$ cat config.mk
export PLATFORM = sky130hd
export DESIGN_NAME = data_mem_ctrl
export DESIGN_NICKNAME = d
export VERILOG_FILES = /design/src/rtl/data_mem_ctrl.sv
export SDC_FILE = /design/constraint.sdc
export NUM_CORES = 1
export LEC_CHECK = 0
export CORE_UTILIZATION = 50
export CTS_CLUSTER_SIZE = 16
export DETAILED_ROUTE_END_ITERATION = 8
export PLACE_DENSITY = 0.78
export SETUP_SLACK_MARGIN = 0.02
export SYNTH_ARGS = -nofsm -noshare
export SYNTH_HDL_FRONTEND = slang
export SYNTH_SLANG_ARGS = --single-unit
$ cat constraint.sdc
create_clock -name Clock -period 2.8 [get_ports Clock]
set_input_delay 0.56 -clock Clock [delete_from_list [all_inputs] [get_ports Clock]]
set_output_delay 0.56 -clock Clock [all_outputs]
set_load 0.02 [all_outputs]
$ cat src/rtl/data_mem_ctrl.sv
`default_nettype none
// +--------------------------------------------------------------------------+
// | Module   : data_mem_ctrl                                                 |
// | Purpose  : Memory-stage data controller. Stores are posted into a FIFO   |
// |            write buffer that drains to a single-port synchronous SRAM.   |
// |            Loads run through an FSM that covers the SRAM read latency.   |
// |            Optional macro WBUF_FORWARD_EN: loads that hit a buffered     |
// |            store are answered from the buffer in the same cycle.         |
// | Revision : 1.0 - initial release                                         |
// +--------------------------------------------------------------------------+
module data_mem_ctrl #(
  parameter int WORD_SIZE  = 16,
  parameter int ADDR_BITS  = 8,
  parameter int WBUF_DEPTH = 4,
  parameter int RD_LATENCY = 2
) (
  input  logic                        Clock,
  input  logic                        Reset,
  input  logic [WORD_SIZE-1:0]        DataAddr,
  input  logic [WORD_SIZE-1:0]        DataOut,
  input  logic                        ReadData,
  input  logic                        WriteData,
  output logic [WORD_SIZE-1:0]        DataIn,
  output logic                        DataWaitreq,
  output logic [ADDR_BITS-1:0]        mem_addr,
  output logic [WORD_SIZE-1:0]        mem_wdata,
  output logic                        mem_we,
  output logic                        mem_re,
  input  logic [WORD_SIZE-1:0]        mem_rdata,
  output logic [$clog2(WBUF_DEPTH):0] wbuf_count
);

  localparam int PTR_W = $clog2(WBUF_DEPTH);
  localparam int CNT_W = PTR_W + 1;
  localparam int LAT_W = $clog2(RD_LATENCY + 1);

  localparam logic [CNT_W-1:0] c_FULL_CNT = CNT_W'(WBUF_DEPTH);
  localparam logic [LAT_W-1:0] c_LAT_INIT = LAT_W'(RD_LATENCY - 1);

  localparam logic [2:0] c_IDLE  = 3'd0;
  localparam logic [2:0] c_DRAIN = 3'd1;
  localparam logic [2:0] c_ISSUE = 3'd2;
  localparam logic [2:0] c_WAIT  = 3'd3;
  localparam logic [2:0] c_DONE  = 3'd4;

  logic [ADDR_BITS-1:0] wb_addr_q [WBUF_DEPTH];
  logic [WORD_SIZE-1:0] wb_data_q [WBUF_DEPTH];
  logic [PTR_W-1:0]     head_q, tail_q;
  logic [CNT_W-1:0]     count_q;
  logic [2:0]           state_q, state_d;
  logic [LAT_W-1:0]     lat_q, lat_d;
  logic [WORD_SIZE-1:0] rdata_q, rdata_d;

  logic [ADDR_BITS-1:0] w_req_addr;
  logic                 w_wr_req, w_rd_req, w_full, w_push, w_pop;
  logic                 w_fwd_hit;
  logic [WORD_SIZE-1:0] w_fwd_data;

  // Only the low address bits reach the SRAM; the rest are intentionally dropped.
  if (WORD_SIZE > ADDR_BITS) begin : g_addr_hi
    logic unused_addr_hi;
    assign unused_addr_hi = ^DataAddr[WORD_SIZE-1:ADDR_BITS];
  end

  assign w_req_addr = DataAddr[ADDR_BITS-1:0];
  assign w_wr_req   = WriteData;               // write wins when both are high
  assign w_rd_req   = ReadData & ~WriteData;
  assign w_full     = (count_q == c_FULL_CNT);
  assign w_push     = w_wr_req & ~w_full & (state_q == c_IDLE);
  // The SRAM port belongs to the read in ISSUE; Reset blocks the drain so
  // pending writes are discarded rather than leaking out.
  assign w_pop      = (count_q != '0) & (state_q != c_ISSUE) & ~Reset;

`ifdef WBUF_FORWARD_EN
  // Scan oldest to youngest so the youngest matching entry wins.
  always_comb begin
    w_fwd_hit  = 1'b0;
    w_fwd_data = '0;
    for (int k = 0; k < WBUF_DEPTH; k++) begin
      if ((CNT_W'(k) < count_q) &&
          (wb_addr_q[head_q + PTR_W'(k)] == w_req_addr)) begin
        w_fwd_hit  = 1'b1;
        w_fwd_data = wb_data_q[head_q + PTR_W'(k)];
      end
    end
  end
`else
  assign w_fwd_hit  = 1'b0;
  assign w_fwd_data = '0;
`endif

  // Buffer pointers and occupancy; push and pop together leave count unchanged.
  always_ff @(posedge Clock) begin
    if (Reset) begin
      head_q  <= '0;
      tail_q  <= '0;
      count_q <= '0;
    end else begin
      if (w_push) tail_q <= tail_q + 1'b1;
      if (w_pop)  head_q <= head_q + 1'b1;
      case ({w_push, w_pop})
        2'b10:   count_q <= count_q + 1'b1;
        2'b01:   count_q <= count_q - 1'b1;
        default: count_q <= count_q;
      endcase
    end
  end

  // Buffer storage: data path only, validity is tracked by the pointers.
  always_ff @(posedge Clock) begin
    if (w_push) begin
      wb_addr_q[tail_q] <= w_req_addr;
      wb_data_q[tail_q] <= DataOut;
    end
  end

  // Read FSM next-state, latency countdown and read-data capture.
  always_comb begin
    state_d = state_q;
    lat_d   = lat_q;
    rdata_d = rdata_q;
    case (state_q)
      c_IDLE: begin
        if (w_rd_req && !w_fwd_hit) begin
`ifdef WBUF_FORWARD_EN
          state_d = c_ISSUE;  // no address match, so reordering is safe
`else
          state_d = (count_q != '0) ? c_DRAIN : c_ISSUE;
`endif
        end
      end
      c_DRAIN: begin
        if (count_q == '0) state_d = c_ISSUE;
      end
      c_ISSUE: begin
        state_d = c_WAIT;
        lat_d   = c_LAT_INIT;
      end
      c_WAIT: begin
        if (lat_q == '0) begin
          rdata_d = mem_rdata;
          state_d = c_DONE;
        end else begin
          lat_d = lat_q - 1'b1;
        end
      end
      c_DONE:  state_d = c_IDLE;
      default: state_d = c_IDLE;
    endcase
  end

  // FSM state registers.
  always_ff @(posedge Clock) begin
    if (Reset) begin
      state_q <= c_IDLE;
      lat_q   <= '0;
      rdata_q <= '0;
    end else begin
      state_q <= state_d;
      lat_q   <= lat_d;
      rdata_q <= rdata_d;
    end
  end

  // Stall the Memory stage until the store is accepted or load data is ready.
  always_comb begin
    DataWaitreq = 1'b0;
    case (state_q)
      c_IDLE: begin
        if (w_wr_req)      DataWaitreq = w_full;
        else if (w_rd_req) DataWaitreq = ~w_fwd_hit;
      end
      c_DRAIN, c_ISSUE, c_WAIT: DataWaitreq = 1'b1;
      default: DataWaitreq = 1'b0;
    endcase
  end

  assign DataIn     = (state_q == c_DONE) ? rdata_q :
                      ((state_q == c_IDLE) && w_rd_req && w_fwd_hit) ? w_fwd_data : '0;
  assign mem_re     = (state_q == c_ISSUE) & ~Reset;
  assign mem_we     = w_pop;
  assign mem_addr   = (state_q == c_ISSUE) ? w_req_addr : wb_addr_q[head_q];
  assign mem_wdata  = wb_data_q[head_q];
  assign wbuf_count = count_q;

endmodule
`default_nettype wire
==> flow_summary.toml <==
[outcome]
outcome = "finished, final reports clean"

[route]
vias = 2989
routed_via_density = 5.23
detail_route.wl_per_cell_um = 16.8
drc = 0
firstDrtPassIters = 4
ant_nets = 0
drtIter0Drc = 100
drt-total-wl_mm = 9.59

[global_routing]
overflow = 0
grt_pass1_vias = 3084
grt_max_degree = 30
grtUsageTotal = 0.196
antenna_found_initial = 0
grt_first_pass_wirelength_mm = 15.1

[finish]
diodes = 0
final_util = 0.693
syn_to_final_growth_pct = 33.9
final_cells = 572
stdcell_area_um2 = 6770
final_layout_size_suffix_gt1_frac = 0.200
fin_nets = 485

[placed_design]
placed_cell_area_um2 = 6160
pre_cts_slack_ns = 0.0134
io_buffers = 89
place_congestion = 0.760
dp_cells = 534
dpl.hpwl_mm = 6.22

[timing]
hold_viol_final = 0
slew_headroom = 0.514
rsz0062_at_grt = "false"
fmax_ghz = 0.366
worstMarginPinSlew_ns = 0.725
slew_viol_final = 0
period_needed_ns = 2.73
skew_ns = 0.00556
setup_ws_ns = 0.0694
post-route-period-util = 0.975
tns_ns = 0
setup_violations = 0

[die]
pin_count = 98
chipWidth_um = 103
coreArea_um2 = 9770
start_util = 0.517
rows = 36
die_h_um = 103
die_area_um2 = 10500

[power]
p_leak_nw = 2.42
power_density_nw_per_um2 = 931
ir_drop_mv = 0.510

[clocking]
worstSkewPairLatency_ns = 0.50
cts_tree = "built"
numCtsBuffers = 17
cts_buffer_depth = 2
clk_pin_slew_worst_paths_ns = 0.06
cts.sinks = 126
h-tree-depth = 4
root_buffer = "clkbuf_8"
cts_hold_buffers = 0

[logic_synthesis]
synth_area_leader_cell = "edfxtp_1"
netlist_area_um2 = 5060
synth_area_leaders = "edfxtp_1 (57%), dfxtp_1 (12%), mux4_2 (5.8%), mux4_1 (5.7%), a21oi_1 (2.4%)"
synth_cells = 310
synthDistinctLibCells = 42
synth.top_cell.area_share = 0.570
syn_area_per_cell_um2 = 16.3
syn_nets = 369
synth_commonest_cells = "edfxtp_1 (96), nand2_1 (32), dfxtp_1 (30)"
ys_ff_latch = 126
yosysWarnings = 0
synth_edf_count = 96
ys.flop_type = "edfxtp_1"
synth_most_common_cell = "edfxtp_1"
synthArstFlopShare = 0
ys_seq_area_frac = 0.689

[worst_setup_path]
cp.arrival_ns = 2.17
cp.required_ns = 2.24
crit_path_end_kind = "output port"
critical_path.startpoint_type = "flip-flop"
worstPathMaxFanout = 4
critPathKind = "reg -> out"

[run]
drv_cap = 0

[hold_path]
min_path_type = "reg -> reg"
==> final cells by class <==
class	count	area, um2
clock buffers	18	418
clock inverters	14	135
fillers	660	3010
inverters	10	37.5
multi-input cells	158	1450
flip-flops and latches	126	3490
well taps	133	166
repair buffers	113	1070
==> through the flow <==
stage	total power, W	hold WS [ns]
after floorplan	0.00362	0.432
final	0.00630	0.451
after detailed placement	0.00443	0.443
after global placement	0.00436	0.438
after global routing	0.00659	0.476
after CTS	0.00636	0.451
==> path summary, 6_finish.rpt <==
path,startpoint,slack [ns],cells past startpoint,end
hold / removal,rdata_q[13]$_SDFFE_PP0P_,0.45,2,rdata_q[13]$_SDFFE_PP0P_
setup reg to reg,state_q[0]$_SDFFE_PP0P_,0.44,9,wbuf_count[2]$_SDFFE_PP0P_
hold reg to reg,rdata_q[13]$_SDFFE_PP0P_,0.45,2,rdata_q[13]$_SDFFE_PP0P_
setup / recovery,flip-flop,0.07,4,mem_addr[7]
==> power by group <==
| part | switching [W] | internal [W] |
|---|---|---|
| Clock | 0.000809 | 0.00119 |
| Sequential | 0.000131 | 0.00233 |
| Combinational | 0.000977 | 0.000867 |
==> critical path, cell delays in order (launching register included) <==
cell	delay, ns
dfxtp_4	0.36
buf_4	0.15
mux4_1	0.57
mux2_2	0.28
dlygate4sd2_1	0.32
==> cell families (layout without fill, tap and decap cells) <==
| logic type | after synthesis | in the layout | share of synthesized area |
|---|---|---|---|
| DFF | 126 | 126 | 0.689 |
| and+or+nand+nor | 82 | 82 | 0.0903 |
| AOI/OAI and AO/OA | 35 | 35 | 0.0389 |
| muxes | 32 | 32 | 0.133 |
| buffers and inverters | 26 | 155 | 0.0267 |
| adders and majority gates | 7 | 7 | 0.0188 |
| xor gates and xnor gates | 2 | 2 | 0.00347 |
==> cell usage in the layout, fill, tap and decap left out, drive strengths merged, types with 15 or more instances in the layout <==
cell type	instances
a21oi	24
clkdlybuf4s50	61
buf	24
clkbuf	18
dlygate4sd2	22
edfxtp	96
inv	15
nand2	32
dfxtp	30
and2	16
mux4	24
==> what timing repair did <==
action / in CTS / in global routing
gates cloned: 0 / 0
pin swaps: 1 / 0
resized for setup: 29 / 8
buffers inserted: 6 / 0
setup endpoints to repair: 40 / 6
==> state kept, by name (all words and copies together), names as in the netlist, named ones only <==
name	flops
wb_data_q	64
wb_addr_q	32
rdata_q	16
state_q	3
wbuf_count	3
head_q	2
lat_q	2
tail_q	2
==> routing by layer <==
metal | share of wire | global-route usage | vias up
met2 | 0.50 | 0.328 | 95
met1 | 0.44 | 0.244 | 1458
met3 | 0.056 | 0.0563 | 10
met4 | 0.0080 | 0.0703 | 0
li1 | - | - | 1426
met5 | 0 | 0 | -
No activity file was read; power rests on OpenSTA's default activity.
